--- src/rtl/rv_wb_if.sv ---
// Writeback unit bus bundle: ALU results, load issue, memory response and register-file write port.
// The master modport is the writeback unit; the slave modport is its surroundings.
interface rv_wb_if;
    logic        alu_valid_i;
    logic [4:0]  alu_rd_i;
    logic [31:0] alu_data_i;
    logic        alu_ready_o;

    logic        ld_issue_valid_i;
    logic [4:0]  ld_issue_rd_i;
    logic [2:0]  ld_issue_funct3_i;
    logic [1:0]  ld_issue_offset_i;
    logic        ld_issue_ready_o;

    logic        mem_rsp_valid_i;
    logic [31:0] mem_rsp_data_i;
    logic        mem_rsp_ready_o;

    logic        rf_wr_en_o;
    logic [4:0]  rf_rd_addr_o;
    logic [31:0] rf_wr_data_o;

    logic        ld_pending_o;
    logic [4:0]  ld_pending_rd_o;
    logic        ld_misalign_o;

    modport master (
        input  alu_valid_i, alu_rd_i, alu_data_i,
        output alu_ready_o,
        input  ld_issue_valid_i, ld_issue_rd_i, ld_issue_funct3_i, ld_issue_offset_i,
        output ld_issue_ready_o,
        input  mem_rsp_valid_i, mem_rsp_data_i,
        output mem_rsp_ready_o,
        output rf_wr_en_o, rf_rd_addr_o, rf_wr_data_o,
        output ld_pending_o, ld_pending_rd_o, ld_misalign_o
    );

    modport slave (
        output alu_valid_i, alu_rd_i, alu_data_i,
        input  alu_ready_o,
        output ld_issue_valid_i, ld_issue_rd_i, ld_issue_funct3_i, ld_issue_offset_i,
        input  ld_issue_ready_o,
        output mem_rsp_valid_i, mem_rsp_data_i,
        input  mem_rsp_ready_o,
        input  rf_wr_en_o, rf_rd_addr_o, rf_wr_data_o,
        input  ld_pending_o, ld_pending_rd_o, ld_misalign_o
    );
endinterface

--- src/rtl/rv_wb_unit.sv ---
// Writeback unit: merges ALU results (buffered in a small FIFO) with load responses into one registered RF write.
// Optional feature macro: RV_WB_MISALIGN_CHK_EN (misaligned loads write 0 and pulse ld_misalign_o).
module rv_wb_unit #(
    parameter int unsigned ALU_FIFO_DEPTH = 2
) (
    input  logic     clk,
    input  logic     rst,
    rv_wb_if.master  bus
);
    localparam int unsigned PTR_W = (ALU_FIFO_DEPTH > 1) ? $clog2(ALU_FIFO_DEPTH) : 1;
    localparam int unsigned CNT_W = PTR_W + 1;

    typedef struct packed {
        logic [4:0]  rd;
        logic [31:0] data;
    } alu_entry_t;

    typedef enum logic {S_IDLE = 1'b0, S_WAIT_RSP = 1'b1} state_t;

    state_t           r_state;
    state_t           w_state_nxt;
    logic [4:0]       r_ld_rd;
    logic [2:0]       r_ld_funct3;
    logic [1:0]       r_ld_offset;

    alu_entry_t       r_fifo [ALU_FIFO_DEPTH];
    logic [PTR_W-1:0] r_wr_ptr;
    logic [PTR_W-1:0] r_rd_ptr;
    logic [CNT_W-1:0] r_count;

    logic             r_wr_en;
    logic [4:0]       r_wr_addr;
    logic [31:0]      r_wr_data;
    logic             r_misalign;

    logic             w_issue_ready;
    logic             w_rsp_ready;
    logic             w_pending;
    logic [4:0]       w_pending_rd;
    logic             w_alu_ready;
    logic             w_empty;
    logic             w_issue_hs;
    logic             w_rsp_hs;
    logic             w_alu_keep;
    logic             w_push;
    logic             w_pop;
    logic [7:0]       w_byte;
    logic [15:0]      w_half;
    logic [31:0]      w_ld_data;
    logic             w_misalign;

    // Load FSM: state register
    always_ff @(posedge clk) begin
        if (rst) r_state <= S_IDLE;
        else     r_state <= w_state_nxt;
    end

    // Load FSM: next state
    always_comb begin
        w_state_nxt = r_state;
        case (r_state)
            S_IDLE:     if (w_issue_hs) w_state_nxt = S_WAIT_RSP;
            S_WAIT_RSP: if (w_rsp_hs)   w_state_nxt = S_IDLE;
            default:    w_state_nxt = S_IDLE;
        endcase
    end

    // Load FSM: state-decoded outputs
    always_comb begin
        w_issue_ready = 1'b0;
        w_rsp_ready   = 1'b0;
        w_pending     = 1'b0;
        w_pending_rd  = 5'd0;
        case (r_state)
            S_IDLE:     w_issue_ready = 1'b1;
            S_WAIT_RSP: begin
                w_rsp_ready  = 1'b1;
                w_pending    = 1'b1;
                w_pending_rd = r_ld_rd;
            end
            default:    w_issue_ready = 1'b0;
        endcase
    end

    assign w_empty     = (r_count == '0);
    assign w_alu_ready = (r_count != CNT_W'(ALU_FIFO_DEPTH));
    assign w_issue_hs  = bus.ld_issue_valid_i && w_issue_ready;
    assign w_rsp_hs    = bus.mem_rsp_valid_i && w_rsp_ready;
    // Results to x0 are accepted but never written or buffered.
    assign w_alu_keep  = bus.alu_valid_i && w_alu_ready && (bus.alu_rd_i != 5'd0);
    assign w_pop       = !w_rsp_hs && !w_empty;
    assign w_push      = w_alu_keep && (w_rsp_hs || !w_empty);

    always_ff @(posedge clk) begin
        if (rst) begin
            r_ld_rd     <= 5'd0;
            r_ld_funct3 <= 3'd0;
            r_ld_offset <= 2'd0;
        end else if (w_issue_hs) begin
            r_ld_rd     <= bus.ld_issue_rd_i;
            r_ld_funct3 <= bus.ld_issue_funct3_i;
            r_ld_offset <= bus.ld_issue_offset_i;
        end
    end

    // Load formatting: byte/halfword select and extension
    assign w_byte = 8'(bus.mem_rsp_data_i >> {r_ld_offset, 3'b000});
    assign w_half = r_ld_offset[1] ? bus.mem_rsp_data_i[31:16] : bus.mem_rsp_data_i[15:0];

    always_comb begin
        w_ld_data  = bus.mem_rsp_data_i;
        w_misalign = 1'b0;
        case (r_ld_funct3)
            3'b000:  w_ld_data = {{24{w_byte[7]}}, w_byte};
            3'b001:  w_ld_data = {{16{w_half[15]}}, w_half};
            3'b100:  w_ld_data = {24'd0, w_byte};
            3'b101:  w_ld_data = {16'd0, w_half};
            default: w_ld_data = bus.mem_rsp_data_i;
        endcase
`ifdef RV_WB_MISALIGN_CHK_EN
        case (r_ld_funct3)
            3'b000, 3'b100: w_misalign = 1'b0;
            3'b001, 3'b101: w_misalign = r_ld_offset[0];
            default:        w_misalign = (r_ld_offset != 2'd0);
        endcase
        if (w_misalign) w_ld_data = 32'd0;
`endif
    end

    // Write-port arbitration: load response, then FIFO head, then ALU bypass
    always_ff @(posedge clk) begin
        if (rst) begin
            r_wr_en    <= 1'b0;
            r_wr_addr  <= 5'd0;
            r_wr_data  <= 32'd0;
            r_misalign <= 1'b0;
        end else begin
            r_wr_en    <= 1'b0;
            r_wr_addr  <= 5'd0;
            r_wr_data  <= 32'd0;
            r_misalign <= 1'b0;
            if (w_rsp_hs) begin
                r_wr_en    <= (r_ld_rd != 5'd0);
                r_wr_addr  <= r_ld_rd;
                r_wr_data  <= w_ld_data;
                r_misalign <= w_misalign;
            end else if (!w_empty) begin
                r_wr_en   <= 1'b1;
                r_wr_addr <= r_fifo[r_rd_ptr].rd;
                r_wr_data <= r_fifo[r_rd_ptr].data;
            end else if (w_alu_keep) begin
                r_wr_en   <= 1'b1;
                r_wr_addr <= bus.alu_rd_i;
                r_wr_data <= bus.alu_data_i;
            end
        end
    end

    always_ff @(posedge clk) begin
        if (w_push) r_fifo[r_wr_ptr] <= '{rd: bus.alu_rd_i, data: bus.alu_data_i};
    end

    always_ff @(posedge clk) begin
        if (rst) begin
            r_wr_ptr <= '0;
            r_rd_ptr <= '0;
            r_count  <= '0;
        end else begin
            if (w_push) r_wr_ptr <= r_wr_ptr + PTR_W'(1);
            if (w_pop)  r_rd_ptr <= r_rd_ptr + PTR_W'(1);
            case ({w_push, w_pop})
                2'b10:   r_count <= r_count + CNT_W'(1);
                2'b01:   r_count <= r_count - CNT_W'(1);
                default: r_count <= r_count;
            endcase
        end
    end

    assign bus.alu_ready_o      = w_alu_ready;
    assign bus.ld_issue_ready_o = w_issue_ready;
    assign bus.mem_rsp_ready_o  = w_rsp_ready;
    assign bus.rf_wr_en_o       = r_wr_en;
    assign bus.rf_rd_addr_o     = r_wr_addr;
    assign bus.rf_wr_data_o     = r_wr_data;
    assign bus.ld_pending_o     = w_pending;
    assign bus.ld_pending_rd_o  = w_pending_rd;
    assign bus.ld_misalign_o    = r_misalign;
endmodule

--- src/flat_wrapper.sv ---
// flat-port wrapper written by rule: the top's interface ports become plain ports
module rv_wb_unit_flat 
#(
    parameter int unsigned ALU_FIFO_DEPTH = 2
)
  (clk, rst, bus_alu_valid_i, bus_alu_rd_i, bus_alu_data_i, bus_alu_ready_o, bus_ld_issue_valid_i, bus_ld_issue_rd_i, bus_ld_issue_funct3_i, bus_ld_issue_offset_i, bus_ld_issue_ready_o, bus_mem_rsp_valid_i, bus_mem_rsp_data_i, bus_mem_rsp_ready_o, bus_rf_wr_en_o, bus_rf_rd_addr_o, bus_rf_wr_data_o, bus_ld_pending_o, bus_ld_pending_rd_o, bus_ld_misalign_o);
  rv_wb_if bus_i ();
  input  logic clk;
  input  logic rst;
  input wire logic [$bits(bus_i.alu_valid_i)-1:0] bus_alu_valid_i;
  input wire logic [$bits(bus_i.alu_rd_i)-1:0] bus_alu_rd_i;
  input wire logic [$bits(bus_i.alu_data_i)-1:0] bus_alu_data_i;
  output wire logic [$bits(bus_i.alu_ready_o)-1:0] bus_alu_ready_o;
  input wire logic [$bits(bus_i.ld_issue_valid_i)-1:0] bus_ld_issue_valid_i;
  input wire logic [$bits(bus_i.ld_issue_rd_i)-1:0] bus_ld_issue_rd_i;
  input wire logic [$bits(bus_i.ld_issue_funct3_i)-1:0] bus_ld_issue_funct3_i;
  input wire logic [$bits(bus_i.ld_issue_offset_i)-1:0] bus_ld_issue_offset_i;
  output wire logic [$bits(bus_i.ld_issue_ready_o)-1:0] bus_ld_issue_ready_o;
  input wire logic [$bits(bus_i.mem_rsp_valid_i)-1:0] bus_mem_rsp_valid_i;
  input wire logic [$bits(bus_i.mem_rsp_data_i)-1:0] bus_mem_rsp_data_i;
  output wire logic [$bits(bus_i.mem_rsp_ready_o)-1:0] bus_mem_rsp_ready_o;
  output wire logic [$bits(bus_i.rf_wr_en_o)-1:0] bus_rf_wr_en_o;
  output wire logic [$bits(bus_i.rf_rd_addr_o)-1:0] bus_rf_rd_addr_o;
  output wire logic [$bits(bus_i.rf_wr_data_o)-1:0] bus_rf_wr_data_o;
  output wire logic [$bits(bus_i.ld_pending_o)-1:0] bus_ld_pending_o;
  output wire logic [$bits(bus_i.ld_pending_rd_o)-1:0] bus_ld_pending_rd_o;
  output wire logic [$bits(bus_i.ld_misalign_o)-1:0] bus_ld_misalign_o;
  assign bus_i.alu_valid_i = bus_alu_valid_i;
  assign bus_i.alu_rd_i = bus_alu_rd_i;
  assign bus_i.alu_data_i = bus_alu_data_i;
  assign bus_alu_ready_o = bus_i.alu_ready_o;
  assign bus_i.ld_issue_valid_i = bus_ld_issue_valid_i;
  assign bus_i.ld_issue_rd_i = bus_ld_issue_rd_i;
  assign bus_i.ld_issue_funct3_i = bus_ld_issue_funct3_i;
  assign bus_i.ld_issue_offset_i = bus_ld_issue_offset_i;
  assign bus_ld_issue_ready_o = bus_i.ld_issue_ready_o;
  assign bus_i.mem_rsp_valid_i = bus_mem_rsp_valid_i;
  assign bus_i.mem_rsp_data_i = bus_mem_rsp_data_i;
  assign bus_mem_rsp_ready_o = bus_i.mem_rsp_ready_o;
  assign bus_rf_wr_en_o = bus_i.rf_wr_en_o;
  assign bus_rf_rd_addr_o = bus_i.rf_rd_addr_o;
  assign bus_rf_wr_data_o = bus_i.rf_wr_data_o;
  assign bus_ld_pending_o = bus_i.ld_pending_o;
  assign bus_ld_pending_rd_o = bus_i.ld_pending_rd_o;
  assign bus_ld_misalign_o = bus_i.ld_misalign_o;
  rv_wb_unit #(.ALU_FIFO_DEPTH(ALU_FIFO_DEPTH)) u_core (.clk(clk), .rst(rst), .bus(bus_i));
endmodule
--- config.mk ---
export PLATFORM = sky130hd
export DESIGN_NAME = rv_wb_unit_flat
export DESIGN_NICKNAME = d
export VERILOG_FILES = /design/src/rtl/rv_wb_if.sv /design/src/rtl/rv_wb_unit.sv /design/src/flat_wrapper.sv
export SDC_FILE = /design/constraint.sdc
export NUM_CORES = 1
export LEC_CHECK = 0
export ABC_CLOCK_PERIOD_IN_PS = 6950
export BUFFER_PORTS_ARGS = -buffer_cell sky130_fd_sc_hd__buf_2
export CORE_UTILIZATION = 58
export DETAILED_ROUTE_END_ITERATION = 7
export GPL_ROUTABILITY_DRIVEN = 0
export PLACE_DENSITY = 0.85
export SLEW_MARGIN = 20
export SYNTH_ARGS = -nofsm -noshare
export SYNTH_HDL_FRONTEND = slang
export SYNTH_SLANG_ARGS = --single-unit
--- constraint.sdc ---
create_clock -name clk -period 6.95 [get_ports clk]
set_input_delay 1.39 -clock clk [delete_from_list [all_inputs] [get_ports clk]]
set_output_delay 1.39 -clock clk [all_outputs]
set_load 0.01 [all_outputs]
# [Yosys cells after proc, flatten, opt, wreduce, memory -nomap -nowiden]
# Memories as Yosys holds them, arrays and structs flattened. A register that Yosys moved wholly into a read port is not among the register bits.
# Cells that the tools add are included.
[totals] register_bits=53 latch_bits=0 ram_bits=74 rom_bits=0 out_inout_bits=48 wordCells=59 mem_count=1
[mem_list] name="u_core.r_fifo" words=2 word_bits=37 rd=1 rd_clocked_by_memory_dff=1 write_ports=1 line="rv_wb_unit.sv:26" rtl="alu_entry_t r_fifo [ALU_FIFO_DEPTH];"
[op_classes] add_sub_neg=4 multipliers=0 div=0 magnitude_cmp=0 eq_ne=6 n_shift=1 mux=22 bitwise=1 n_reduce_logical=14
[op_table] op="one-hot mux 32 bit (4 select lines)" count=1
[op_table] op="two-way mux 32 bit" count=3
[op_table] op=">> shifter 32 x 5 -> 8 bit" count=1
[op_table] op="two-way mux 5 bit" count=4
[op_table] op="two-way mux 16 bit" count=1
[op_table] op="two-way mux 1 bit" count=11
[op_table] op="nonzero test 5 bit" count=2
[op_table] op="== test 3 bit, second input constant" count=2
[op_table] op="logical AND 1 bit" count=6
[op_table] op="one-hot mux 2 bit (2 select lines)" count=1
[op_table] op="== test 3 x 1 -> 1 bit, second input constant" count=1
[op_table] op="zero test 3 bit" count=1
[op_table] op="adder 1 bit, second input constant" count=2
[op_table] op="adder 2 x 1 -> 2 bit, second input constant" count=1
[op_table] op="== test 2 x 1 -> 1 bit, second input constant" count=1
[op_table] op="== test 2 bit, second input constant" count=1
[op_table] op="zero test 1 bit" count=2
[op_table] op="zero test 2 bit" count=1
[op_table] op="!= test 2 bit, second input constant" count=1
[op_table] op="one-hot mux 1 bit (2 select lines)" count=1
[op_table] op="nonzero test 2 bit" count=1
[op_table] op="subtractor 2 x 1 -> 2 bit, second input constant" count=1
[op_table] op="logical OR 1 bit" count=1
[op_table] op="NOT 1 bit" count=1

# [Logic depth before layout (Yosys ltp)]
[logic_depth] ltp_word=6 depth_mapped=8

# [Worst setup path after synthesis]
# No wires, ideal clock.
[synth_timing] kind="in2reg" from="input bus_alu_rd_i[3]" to="memory u_core.r_fifo[0][0] in the netlist's numbering (enable)" arrival_ps=3434 setup_slack_ps=3085 path_stages=3 cell_sequence="nor4_1 > a221o_1 > nor2_1"
[synth_between] elab_chain_len=5
[synth_lines] item="start: declaration" line="flat_wrapper.sv:11" rtl="input wire logic [$bits(bus_i.alu_rd_i)-1:0] bus_alu_rd_i;"
[synth_lines] item="nonzero test 5 bit" line="rv_wb_unit.sv:90" rtl="assign w_alu_keep = bus.alu_valid_i && w_alu_ready && (bus.alu_rd_i != 5'd0);"
[synth_lines] item="logical AND 1 bit" line="rv_wb_unit.sv:90"
[synth_lines] item="logical AND 1 bit" line="rv_wb_unit.sv:92" rtl="assign w_push = w_alu_keep && (w_rsp_hs || !w_empty);"
[synth_lines] item="two-way mux 1 bit" line="rv_wb_unit.sv:160" rtl="if (w_push) r_fifo[r_wr_ptr] <= '{rd: bus.alu_rd_i, data: bus.alu_data_i};"
[synth_lines] item="two-way mux 1 bit (not written as such)" line="rv_wb_unit.sv:160"
[synth_lines] item="end: declaration" line="rv_wb_unit.sv:26"
# No other way between the ends.

# [Worst setup path in the final report]
[layout_timing] from="input bus_alu_rd_i[3]" to="register u_core.r_count[1]"
[layout_between] elab_chain_len=5 word_cells_on_any_way=7 cone_classes="2 x eq/ne; 1 x mux; 4 x reduce/logical"
[layout_lines] item="nonzero test 5 bit *" line="rv_wb_unit.sv:90"
[layout_lines] item="logical AND 1 bit *" line="rv_wb_unit.sv:90"
[layout_lines] item="logical AND 1 bit *" line="rv_wb_unit.sv:92"
[layout_lines] item="== test 2 x 1 -> 1 bit or == test 2 bit (tied branches)" line="rv_wb_unit.sv:171" rtl="case ({w_push, w_pop})"
[layout_lines] item="one-hot mux 2 bit (2 select lines) or nonzero test 2 bit (tied branches)"
[layout_lines] item="end signal: assignment" line="rv_wb_unit.sv:172" rtl="2'b10: r_count <= r_count + CNT_W'(1);"
[layout_lines] item="end signal: assignment" line="rv_wb_unit.sv:173" rtl="2'b01: r_count <= r_count - CNT_W'(1);"
[layout_lines] item="end signal: assignment" line="rv_wb_unit.sv:174" rtl="default: r_count <= r_count;"
[layout_lines] item="end: declaration" line="rv_wb_unit.sv:29" rtl="logic [CNT_W-1:0] r_count;"
# Mark *: on every way between the ends. The rest lies on a longest branch, timed or not.
# A chain may end at the register's enable or synchronous reset.

==> impl_metrics.py <==
metrics = {
    "synthesis": {
        "async_reset_ff_share_pct": 0,
        "synthFlopType": "edfxtp_1",
        "ys_top_cells_by_area": "edfxtp_1 40%, dfxtp_1 19%, mux2i_1 6.8%",
        "yosys.cell_types.count": 49,
        "yosys-top-cells-count": "74 x edfxtp_1, 54 x dfxtp_1, 48 x nand2_1",
        "postSynthCellCount": 482,
        "ys_seq_area_share_pct": 58.7,
        "yosysTopAreaCell": "edfxtp_1",
        "synth-edff-count": 74,
        "yosys.area.top_type_share_pct": 39.5,
        "ys_seq_elements": 128,
        "synth_area_per_cell_sq_um": 11.7,
        "synth_area_sq_mm": 0.00562,
        "syn_nets": 567,
        "synth.most_common_cell": "edfxtp_1",
        "yosys_warnings": 0,
    },
    "clock_tree": {
        "cts_tree": "built",
        "clk-insertion-delay-late_ns": 0.52,
        "path_clk_slew_ns": 0.06,
        "cts_resized": 0,
        "cts-htree-levels": 4,
        "cts_setup_buffers": 0,
        "cts.sinks": 128,
        "numCtsBuffers": 17,
        "cts_buffer_depth": 2,
        "postCtsHoldBufs": 0,
        "clockRootBuffer": "clkbuf_8",
    },
    "place": {
        "dp_hpwl_um": 9430,
        "io_buffers": 130,
        "place_area_sq_mm": 0.00629,
    },
    "worst_setup_path": {
        "worstReg2RegStart": "u_core.r_ld_offset[1]",
        "critPathKind": "primary input to flop",
        "arrival_ns": 3.52,
        "rr_worst_depth": 4,
        "crit_chain": "buf_2 -> nor4_1 -> a221o_1 -> ha_1 -> or3_1 -> a21oi_1",
        "cp.buffers_inverters": 1,
        "r2r_end": "u_core.bus.rf_wr_data_o[5]",
        "slowest_stage": "nor4_1",
        "r2r_slack_ns": 4.34,
        "endpoint_kind": "flop",
        "crit_family": "simple AND/OR/NAND/NOR gates",
        "startpoint_type": "primary input",
        "critPathMaxFanout": 4,
        "slowest_delay_ns": 0.65,
        "cp_data_required_time_ns": 7.40,
    },
    "drt": {
        "wirelength_um": 15400,
        "final_antenna_net_count": 0,
        "viasPerCell": 6.19,
        "first_pass_iters": 7,
        "drc": 0,
        "vias": 4594,
        "wl_per_cell_um": 20.7,
        "dr.first_iter.drc_count": 393,
    },
    "sta": {
        "relSlewSlack_pct": 41.3,
        "setup_tns_ns": 0,
        "setup_viol": 0,
        "fmax_mhz": 325,
        "rsz0062_at_grt": "no",
        "fin_crit_ns": 3.08,
        "drv_slew": 0,
        "skew_ns": 0.00715,
        "hold_viol_final": 0,
        "post-route-period-util_pct": 44.3,
        "worstMarginPinSlew_ns": 0.879,
    },
    "worst_hold_path": {
        "hp-class": "flop to flop",
        "hold_start": "u_core.r_ld_rd[3]",
        "whs_path_depth": 2,
        "min_to": "u_core.r_ld_rd[3]",
    },
    "finish": {
        "nets": 684,
        "multi_input_area_sq_mm": 0.00210,
        "drive_gt1_share_pct": 31.4,
        "register_area_sq_mm": 0.00331,
        "syn2layout_area_growth_pct": 24.6,
        "post-route-util_pct": 75.1,
        "fin_area_sq_mm": 0.00701,
        "nFillCells": 619,
    },
    "die": {
        "fp.coreArea_sq_mm": 0.00933,
        "dieArea_sq_mm": 0.0101,
        "rows": 35,
        "die_h_um": 100,
        "die_x_um": 100,
        "num_io_pins": 132,
        "start_util_pct": 60.3,
    },
    "outcome": {
        "status": "completed",
    },
    "global_routing": {
        "grt_usage_pct": 31.2,
        "grt_pass1_wl_um": 23200,
        "antenna_found_initial": 0,
        "grt_max_degree": 51,
        "grt_pass1_vias": 4453,
        "grt.overflow.total": 0,
    },
    "run": {
        "maxCapViolCount": 0,
    },
    "pwr": {
        "p_leak_nw": 2.63,
        "powerDensity_mw_per_mm2": 373,
        "vdd_drop_max_uv": 214,
    },
}
power breakdown:
part           total (W)  switching (W)  internal (W)
clock            0.00102       0.000339      0.000677
combinational   0.000614       0.000371      0.000243
sequential      0.000984      0.0000677      0.000917
stage by stage:
stage	instances	hold slack (ns)	total power (W)	worst slack [ns]
detailed placement	707	0.495	0.00158	3.28
finish	742	0.511	0.00262	3.87
global placement	707	0.481	0.00156	3.31
floorplan	482	0.458	0.00139	3.09
global route	741	0.517	0.00271	3.80
CTS	739	0.504	0.00260	3.74
worst min-delay path, stage by stage (launching register included):
cell	delay (ns)
dfxtp_1	0.33
nand2_1	0.06
a21oi_1	0.06
layout by cell type, fill, tap and decap left out, types with 4 or more instances in the layout:
cell type,n
a31oi_1,22
o32a_1,5
nor3_1,4
o2bb2ai_1,4
nand2_1,47
o32ai_1,6
bufinv_16,6
a22oi_1,4
a211oi_1,28
o211ai_1,7
nand2b_1,4
buf_4,5
clkbuf_16,16
edfxtp_1,74
and2_1,7
mux2i_1,38
inv_1,8
o21ai_0,22
buf_2,130
a311o_1,5
nor2b_1,9
a21oi_1,33
nor2_1,16
o22ai_1,6
a211oi_2,10
dfxtp_1,52
metal layers:
| metal | GRT usage, % | routed length [um] | up-vias |
|---|---|---|---|
| met4 | 15.8 | 607 | 0 |
| li1 | - | - | 2080 |
| met2 | 51.3 | 7640 | 281 |
| met1 | 39.2 | 5800 | 2179 |
| met3 | 6.31 | 1310 | 54 |
| met5 | 0 | 0 | - |
worst max path at each step:
stage	startpoint	endpoint	slack [ns]	depth (start not counted)
2_1_floorplan	bus_alu_rd_i[3]	u_core.r_fifo[0][0]	3.09	3
3_3_place_gp	bus_mem_rsp_valid_i	u_core.r_count[1]	3.31	7
3_5_place_dp	bus_mem_rsp_valid_i	u_core.r_count[1]	3.28	7
4_1_cts	bus_mem_rsp_valid_i	u_core.r_count[1]	3.74	7
5_1_grt	bus_alu_rd_i[3]	u_core.r_count[1]	3.80	6
6_report	bus_alu_rd_i[3]	u_core.r_count[1]	3.87	6
flip-flops by register name, indices dropped and copies added, names as in the netlist, named ones only:
signal and cells:
u_core.r_ld_rd 5, u_core.bus.rf_wr_en_o 1, u_core.r_count 2, u_core.r_rd_ptr 1
u_core.r_state 1, u_core.r_ld_funct3 3, u_core.bus.rf_rd_addr_o 5, u_core.r_wr_ptr 1
u_core.r_fifo 74, u_core.bus.rf_wr_data_o 32, u_core.r_ld_offset 2
final cells by class:
| class | count | area share, % |
|---|---|---|
| inverters | 9 | 0.482 |
| flip-flops and latches | 128 | 47.2 |
| repair buffers | 137 | 10.4 |
| clock inverters | 12 | 3.28 |
| clock buffers | 20 | 6.35 |
| diodes | 1 | 0.0357 |
| well taps | 129 | 2.30 |
| multi-input cells | 306 | 30.0 |
kinds of logic (layout without fill, tap and decap cells):
group / count (synthesis) / after routing / share of synthesized area, %
AO/OA/AOI/OAI: 161 / 161 / 20.4
flip-flops: 128 / 128 / 58.7
AND/OR/NAND/NOR: 100 / 100 / 8.59
buffers and inverters: 48 / 178 / 4.25
multiplexers: 39 / 39 / 7.16
XOR/XNOR: 4 / 4 / 0.623
adder cells (fa/ha/maj): 1 / 1 / 0.222
other: 1 / 2 / 0.0667
(Power assumes the default switching activity.)
